**src/rtl/nn_pkg.sv**
```systemverilog
// Shared definitions for the neural-network layer blocks: activation
// encodings, the layer state enumeration and accumulator sizing.
package nn_pkg;

    typedef enum logic [1:0] {
        ACT_NONE  = 2'd0,
        ACT_RELU  = 2'd1,
        ACT_LEAKY = 2'd2,
        ACT_RSVD  = 2'd3
    } act_mode_e;

    typedef enum logic [1:0] {
        IDLE = 2'd0,
        MAC  = 2'd1,
        WB   = 2'd2,
        DONE = 2'd3
    } layer_state_e;

    // Leaky ReLU slope is 1/8, applied as an arithmetic right shift.
    localparam int unsigned LeakyShift = 3;

    // Wide enough to hold PreN full-scale signed products without overflow.
    function automatic int unsigned acc_width(input int unsigned data_width,
                                              input int unsigned pre_n);
        return 2 * data_width + $clog2(pre_n) + 1;
    endfunction

endpackage

```
**src/rtl/layer_tm_if.sv**
```systemverilog
// Handshake and data bundle of one layer: input vector in, result vector out.
// The layer is the slave; the producer/consumer side is the master.
interface layer_tm_if #(
    parameter int unsigned DataWidth = 8,
    parameter int unsigned N         = 10,
    parameter int unsigned PreN      = 10
) ();

    logic [1:0]                  act_mode;
    logic                        in_valid;
    logic                        in_ready;
    logic [DataWidth*PreN-1:0]   Input_Data_ThisLayer;
    logic [DataWidth*N*PreN-1:0] Weights_ThisLayer;
    logic [DataWidth*N-1:0]      Bias_ThisLayer;
    logic                        out_valid;
    logic                        out_ready;
    logic [DataWidth*N-1:0]      Output_Data_ThisLayer;

    modport slave (
        input  act_mode, in_valid, Input_Data_ThisLayer, Weights_ThisLayer,
               Bias_ThisLayer, out_ready,
        output in_ready, out_valid, Output_Data_ThisLayer
    );

    modport master (
        output act_mode, in_valid, Input_Data_ThisLayer, Weights_ThisLayer,
               Bias_ThisLayer, out_ready,
        input  in_ready, out_valid, Output_Data_ThisLayer
    );

endinterface

```
**src/rtl/layer_tm_mac_lane.sv**
```systemverilog
// One multiply-accumulate lane: accumulates w*x products, and presents the
// biased, rescaled, activated and saturated result of the accumulator.
module mac_lane
    import nn_pkg::*;
#(
    parameter int unsigned DataWidth = 8,
    parameter int unsigned PreN      = 10,
    parameter int unsigned FracBits  = 4
) (
    input  logic                 clk,
    input  logic                 rst_n,
    input  logic                 i_mac_en,
    input  logic                 i_clear,
    input  logic [DataWidth-1:0] i_x,
    input  logic [DataWidth-1:0] i_w,
    input  logic [DataWidth-1:0] i_bias,
    input  act_mode_e            i_act,
    output logic [DataWidth-1:0] o_result
);

    localparam int unsigned AccW = acc_width(DataWidth, PreN);
    // One extra bit so the bias addition can never wrap.
    localparam int unsigned SumW = AccW + 1;

    localparam logic signed [SumW-1:0] SatMax = SumW'((2 ** (DataWidth - 1)) - 1);
    localparam logic signed [SumW-1:0] SatMin = -SatMax - 1;

    logic signed [AccW-1:0]        r_acc;
    logic signed [2*DataWidth-1:0] w_prod;
    logic signed [SumW-1:0]        w_sum;
    logic signed [SumW-1:0]        w_r;
    logic signed [SumW-1:0]        w_act;
    logic signed [SumW-1:0]        w_sat;

    assign w_prod = $signed(i_x) * $signed(i_w);

    // Accumulator: cleared on write-back, otherwise sums one product per MAC cycle.
    always_ff @(posedge clk or negedge rst_n) begin
        if (!rst_n) begin
            r_acc <= '0;
        end else if (i_clear) begin
            r_acc <= '0;
        end else if (i_mac_en) begin
            r_acc <= r_acc + AccW'(w_prod);
        end
    end

    // Bias, rescale to the data format, activate and clamp to DataWidth.
    always_comb begin
        w_sum = SumW'(r_acc) + (SumW'($signed(i_bias)) <<< FracBits);
        w_r   = w_sum >>> FracBits;
        w_act = w_r;
        case (i_act)
            ACT_RELU:  if (w_r[SumW-1]) w_act = '0;
            ACT_LEAKY: if (w_r[SumW-1]) w_act = w_r >>> LeakyShift;
            default:   w_act = w_r;
        endcase
        w_sat = w_act;
        if (w_act > SatMax) begin
            w_sat = SatMax;
        end else if (w_act < SatMin) begin
            w_sat = SatMin;
        end
        o_result = w_sat[DataWidth-1:0];
    end

endmodule

```
**src/rtl/layer_tm.sv**
```systemverilog
// Fully-connected layer: accepts an input vector, computes N neurons in
// groups of Lanes parallel MAC lanes, and holds the result vector until taken.
module layer_tm
    import nn_pkg::*;
#(
    parameter int unsigned DataWidth = 8,
    parameter int unsigned N         = 10,
    parameter int unsigned PreN      = 10,
    parameter int unsigned Lanes     = 2,
    parameter int unsigned FracBits  = 4
) (
    input logic       clk,
    input logic       rst_n,
    layer_tm_if.slave bus
);

    localparam int unsigned Groups = (N + Lanes - 1) / Lanes;
    localparam int unsigned GW     = $clog2(Groups + 1);
    localparam int unsigned JW     = $clog2(PreN + 1);

    layer_state_e              r_state;
    layer_state_e              w_next_state;
    logic [GW-1:0]             r_g;
    logic [JW-1:0]             r_j;
    logic [DataWidth*PreN-1:0] r_x;
    act_mode_e                 r_act;
    logic [DataWidth*N-1:0]    r_out;

    logic                      w_in_ready;
    logic                      w_out_valid;
    logic                      w_last_j;
    logic                      w_last_g;
    logic                      w_mac_en;
    logic                      w_clear;
    logic [DataWidth-1:0]      w_x;
    logic [31:0]               w_nsafe     [Lanes];
    logic                      w_lane_valid[Lanes];
    logic [DataWidth-1:0]      w_lane_w    [Lanes];
    logic [DataWidth-1:0]      w_lane_b    [Lanes];
    logic [DataWidth-1:0]      w_lane_res  [Lanes];

    assign w_last_j = (r_j == JW'(PreN - 1));
    assign w_last_g = (r_g == GW'(Groups - 1));
    assign w_mac_en = (r_state == MAC);
    assign w_clear  = (r_state == WB);
    assign w_x      = r_x[DataWidth*r_j +: DataWidth];

    assign bus.in_ready              = w_in_ready;
    assign bus.out_valid             = w_out_valid;
    assign bus.Output_Data_ThisLayer = r_out;

    // State register.
    always_ff @(posedge clk or negedge rst_n) begin
        if (!rst_n) begin
            r_state <= IDLE;
        end else begin
            r_state <= w_next_state;
        end
    end

    // Next-state and handshake outputs; in_ready is held low while in reset.
    always_comb begin
        w_next_state = r_state;
        w_in_ready   = 1'b0;
        w_out_valid  = 1'b0;
        unique case (r_state)
            IDLE: begin
                w_in_ready = rst_n;
                if (bus.in_valid) w_next_state = MAC;
            end
            MAC: begin
                if (w_last_j) w_next_state = WB;
            end
            WB: begin
                w_next_state = w_last_g ? DONE : MAC;
            end
            DONE: begin
                w_out_valid = 1'b1;
                if (bus.out_ready) w_next_state = IDLE;
            end
            default: w_next_state = IDLE;
        endcase
    end

    // Per-lane operand selection; lanes past the last neuron see zero operands
    // and a clamped index so no out-of-range slice is ever read.
    always_comb begin
        for (int unsigned l = 0; l < Lanes; l++) begin
            w_nsafe[l]      = 32'(r_g) * Lanes + l;
            w_lane_valid[l] = (w_nsafe[l] < N);
            if (!w_lane_valid[l]) w_nsafe[l] = '0;
            w_lane_w[l] = '0;
            if (w_lane_valid[l]) begin
                w_lane_w[l] = bus.Weights_ThisLayer[DataWidth*(PreN*w_nsafe[l] + 32'(r_j)) +: DataWidth];
            end
            w_lane_b[l] = bus.Bias_ThisLayer[DataWidth*w_nsafe[l] +: DataWidth];
        end
    end

    // Sequencing counters, latched inputs and the registered result vector.
    always_ff @(posedge clk or negedge rst_n) begin
        if (!rst_n) begin
            r_g   <= '0;
            r_j   <= '0;
            r_x   <= '0;
            r_act <= ACT_NONE;
            r_out <= '0;
        end else begin
            case (r_state)
                IDLE: begin
                    if (bus.in_valid) begin
                        r_x   <= bus.Input_Data_ThisLayer;
                        r_act <= act_mode_e'(bus.act_mode);
                        r_g   <= '0;
                        r_j   <= '0;
                    end
                end
                MAC: begin
                    r_j <= w_last_j ? '0 : r_j + JW'(1);
                end
                WB: begin
                    if (!w_last_g) r_g <= r_g + GW'(1);
                    for (int unsigned l = 0; l < Lanes; l++) begin
                        if (w_lane_valid[l]) begin
                            r_out[DataWidth*w_nsafe[l] +: DataWidth] <= w_lane_res[l];
                        end
                    end
                end
                default: ;
            endcase
        end
    end

    for (genvar l = 0; l < Lanes; l++) begin : g_lane
        mac_lane #(
            .DataWidth(DataWidth),
            .PreN     (PreN),
            .FracBits (FracBits)
        ) u_lane (
            .clk     (clk),
            .rst_n   (rst_n),
            .i_mac_en(w_mac_en),
            .i_clear (w_clear),
            .i_x     (w_x),
            .i_w     (w_lane_w[l]),
            .i_bias  (w_lane_b[l]),
            .i_act   (r_act),
            .o_result(w_lane_res[l])
        );
    end

endmodule

```
**src/flat_wrapper.sv**
```systemverilog
// flat-port wrapper written by rule: the top's interface ports become plain ports
module layer_tm_flat import nn_pkg::*;
#(
    parameter int unsigned DataWidth = 8,
    parameter int unsigned N         = 10,
    parameter int unsigned PreN      = 10,
    parameter int unsigned Lanes     = 2,
    parameter int unsigned FracBits  = 4
)
  (clk, rst_n, bus_act_mode, bus_in_valid, bus_Input_Data_ThisLayer, bus_Weights_ThisLayer, bus_Bias_ThisLayer, bus_out_ready, bus_in_ready, bus_out_valid, bus_Output_Data_ThisLayer);
  layer_tm_if #(.DataWidth(DataWidth), .N(N), .PreN(PreN)) bus_i ();
  input logic clk;
  input logic rst_n;
  input wire logic [$bits(bus_i.act_mode)-1:0] bus_act_mode;
  input wire logic [$bits(bus_i.in_valid)-1:0] bus_in_valid;
  input wire logic [$bits(bus_i.Input_Data_ThisLayer)-1:0] bus_Input_Data_ThisLayer;
  input wire logic [$bits(bus_i.Weights_ThisLayer)-1:0] bus_Weights_ThisLayer;
  input wire logic [$bits(bus_i.Bias_ThisLayer)-1:0] bus_Bias_ThisLayer;
  input wire logic [$bits(bus_i.out_ready)-1:0] bus_out_ready;
  output wire logic [$bits(bus_i.in_ready)-1:0] bus_in_ready;
  output wire logic [$bits(bus_i.out_valid)-1:0] bus_out_valid;
  output wire logic [$bits(bus_i.Output_Data_ThisLayer)-1:0] bus_Output_Data_ThisLayer;
  assign bus_i.act_mode = bus_act_mode;
  assign bus_i.in_valid = bus_in_valid;
  assign bus_i.Input_Data_ThisLayer = bus_Input_Data_ThisLayer;
  assign bus_i.Weights_ThisLayer = bus_Weights_ThisLayer;
  assign bus_i.Bias_ThisLayer = bus_Bias_ThisLayer;
  assign bus_i.out_ready = bus_out_ready;
  assign bus_in_ready = bus_i.in_ready;
  assign bus_out_valid = bus_i.out_valid;
  assign bus_Output_Data_ThisLayer = bus_i.Output_Data_ThisLayer;
  layer_tm #(.DataWidth(DataWidth), .N(N), .PreN(PreN), .Lanes(Lanes), .FracBits(FracBits)) u_core (.clk(clk), .rst_n(rst_n), .bus(bus_i));
endmodule
```
**config.mk**
```make
export PLATFORM = sky130hd
export DESIGN_NAME = layer_tm_flat
export DESIGN_NICKNAME = d
export VERILOG_FILES = /design/src/rtl/nn_pkg.sv /design/src/rtl/layer_tm_if.sv /design/src/rtl/layer_tm_mac_lane.sv /design/src/rtl/layer_tm.sv /design/src/flat_wrapper.sv
export SDC_FILE = /design/constraint.sdc
export NUM_CORES = 2
export LEC_CHECK = 0
export BUFFER_PORTS_ARGS = -buffer_cell sky130_fd_sc_hd__buf_2
export CORE_AREA = 5 5 403 405
export DETAILED_ROUTE_END_ITERATION = 8
export DIE_AREA = 0 0 408 410
export GPL_TIMING_DRIVEN = 0
export PLACE_DENSITY_LB_ADDON = 0.1
export SETUP_SLACK_MARGIN = 0.5
export SYNTH_ARGS = -nofsm -noshare
export SYNTH_HDL_FRONTEND = slang
export SYNTH_SLANG_ARGS = --single-unit
```
**constraint.sdc**
```tcl
create_clock -name clk -period 10.9 [get_ports clk]
set_clock_uncertainty 0.05 [all_clocks]
set_input_delay 1.09 -clock clk [delete_from_list [all_inputs] [get_ports clk]]
set_output_delay 1.09 -clock clk [all_outputs]
set_load 0.02 [all_outputs]
```
==> out/metrics.csv <==
metric,value,unit
outcome,"complete, no violations",
sequential element share of the synthesized area,0.162,
Detailed Place HPWL,201000,um
most frequent cell after synthesis,mux4_2,
DRT iter0 DRCs,2578,
gp weighted congestion,0.913,
Worst Tran Pin Value,1.37,ns
clk buf depth,3,
Worst Path Required,11.34,ns
post-route ant nets,0,
GRT met3 Usage,0.0503,
setup slack at placement,-2.31,ns
max incr delay on CP,0.58,ns
H-tree Lvls,1,
crit path from,u_core.r_g[0]$_DFFE_PN0P_,
Setup WS post-layout,0.743,ns
Synth Warn #,0,
CP dominant cell by count,fa_1,
net count after synthesis,4161,
# setup viols final,0,
Clock Sinks,213,
#FFs+latches synth,213,
Worst Setup End Kind,flop,
Hold Crit Class,input port to async pin,
"CTS clk-pin slew, worst paths",0.06,ns
Gate Count Post-Synth,2858,
Critical Path Fanout Max,10,
"area leader, netlist",mux4_2,
root buffer cell,clkbuf_16,
number of port buffers,1047,
vias in the first global route,33400,
CP Buf/Inv Count,9,
max cap viols,0,
Worst EP arrival,10.60,ns
post-synth top area share,0.339,
area delta synth->final,29.2,%
fmax,98.5,MHz
pins over their slew limit,0,
asr flop ratio synth,1.00,
Die Wd,408,um
CP max-delay cell,fa_1,
DR WL/cell,38.1,um
"Distinct cells, synth",80,
die area,167000,um^2
critical path startpoint category,flop,
DRC,0,
worst r2r path cells,33,
most instantiated cells after synthesis,"mux4_2, inv_1, dfrtp_1, nand2_1, fa_1",
post-layout util,0.270,
share of cells above drive strength 1,0.478,
CTS Hold Bufs,0,
met2 Track Usage GR,0.476,
Initial Util,0.209,
hold_ws,0.405,ns
Total GRT Usage,0.269,
Inserted Clock Buffers,29,
busiest grt layer,met2,
area of the core,158000,um^2
RSZ-0062 raised after global routing,no,
Main synth FF type,dfrtp_1,
global-route wire length before repair,307000,um
Slew Limit Headroom,0.0836,
GRT overflow,0,
row cnt,146,
reg2reg end,u_core.g_lane[1].u_lane.r_acc[18]$_DFFE_PN0P_,
M1 GR Usage,0.317,
initial antenna violation count,160,
"Hold Vio Cnt, Final",0,
Worst path top cell family by delay,adder cells,
Final Cycle Share,0.932,
CP Class,flop to flop,
num ports,1048,
total wirelength of the detailed-routed design,234000,um
Nets,5250,
CTS tree,built,
drt first pass iters,7,
worst-skew pair later-pin latency,0.61,ns
TNS Setup,0,ns
Syn Std Cell Area,33000,um^2
Area contributors post-synth,"mux4_2, dfrtp_1, fa_1, ha_1, mux2_2",
FF-to-FF Start,u_core.r_g[0]$_DFFE_PN0P_,
crit path time final,10.16,ns
Die Ht,410,um
via count,31700,
syn_area_per_cell,11.5,um^2
Post-synth EDFFs,0,
largest net degree at the start of global routing,81,
Worst R2R Setup Slack,0.74,ns
Vias/cell,5.17,
-- logic make-up (layout without fill, tap and decap cells) --
kind of cell / after synthesis / in the layout / share of synthesized area
compound gates: 513 / 513 / 0.106
xor+xnor: 77 / 77 / 0.0207
fa+ha+maj: 337 / 337 / 0.171
buf+inv: 459 / 1568 / 0.0620
flops: 213 / 213 / 0.162
mux: 654 / 654 / 0.391
other cells: 2 / 100 / 0.000228
simple gates: 603 / 603 / 0.0873
-- sequential cells by signal, indices dropped and copies added (netlist names) --
| register | cells |
|---|---|
| u_core.bus.Output_Data_ThisLayer | 80 |
| u_core.r_x | 80 |
| u_core.g_lane.u_lane.r_acc | 42 |
| u_core.r_j | 4 |
| u_core.r_g | 3 |
| u_core.r_act | 2 |
| u_core.r_state | 2 |
-- area by class of cell --
class | count | area (um^2)
buffer | 220 | 1370
multi-input combinational | 2186 | 25800
timing repair buffer | 1058 | 5420
sequential | 213 | 5330
fill | 17000 | 115000
tap | 2072 | 2590
antenna | 98 | 245
inverter | 239 | 897
clock inverter | 7 | 81.3
clock buffer | 44 | 862
-- what timing repair did --
item | CTS | global route
pin swaps | 0 | 3
gates resized for setup | 106 | 42
endpoints found under the setup margin | 34 | 8
setup buffers | 0 | 5
-- cell usage in the layout, fill, tap and decap left out, types with 18 or more instances in the layout --
cell type  synthesis  final
nor3_1            27     26
inv_1            235    235
buf_6             20     33
ha_1             147    147
xnor2_1           46     43
and2_1            34     32
fa_1             190    190
o22ai_1           20     20
buf_4             30     43
nand3_1           32     32
nand2_1          213    212
nor2b_1           72     72
o2bb2ai_1         24     24
o21ai_0           95     93
mux2i_1           61     57
a21o_1            27     27
mux4_2           497    497
buf_2             47   1080
mux2_2            94     94
dfrtp_1          213    213
a31oi_1           57     57
clkbuf_1         106     72
clkbuf_4           0     18
nor2_1           129    126
clkbuf_2           0     21
clkbuf_16          0     29
nand2b_1          28     28
a211oi_1          53     47
xor2_1            30     28
a21oi_1           92     88
diode_2            0     98
-- worst reg2reg max path: cells and delay by family, from the launching register on --
kind | cells | cell delay [ns]
AND/OR/NAND/NOR | 4 | 0.80
flip-flops | 1 | 0.35
AO/OA/AOI/OAI | 13 | 2.96
buffers and inverters | 9 | 2.47
adder cells (fa/ha/maj) | 7 | 3.38
-- how the worst max path moves through the flow --
stage / endpoint / slack (ns) / cells past startpoint
6_report: u_core.g_lane[1].u_lane.r_acc[18]$_DFFE_PN0P_ / 0.74 / 33
3_5_place_dp: u_core.g_lane[0].u_lane.r_acc[19]$_DFFE_PN0P_ / -2.31 / 30
4_1_cts: u_core.g_lane[1].u_lane.r_acc[18]$_DFFE_PN0P_ / 0.50 / 34
2_1_floorplan: u_core.g_lane[1].u_lane.r_acc[18]$_DFFE_PN0P_ / 1.79 / 32
5_1_grt: u_core.g_lane[0].u_lane.r_acc[19]$_DFFE_PN0P_ / 0.49 / 29
3_3_place_gp: u_core.g_lane[1].u_lane.r_acc[18]$_DFFE_PN0P_ / -2.83 / 32
-- per-layer routing --
metal	up-vias	wire, um
li1	13300	-
met1	16500	90100
met2	1492	117000
met3	389	13800
met4	38	12200
met5	-	239
-- metrics by stage --
step	cell area [um^2]	instances
floorplan	33000	2858
global placement	40800	5977
detailed placement	41000	5983
CTS	42200	6034
global route	42500	6099
finish	42600	6137
Power is not shown: default switching activity piles up to over one toggle a cycle in this logic, so the estimate is an artifact.
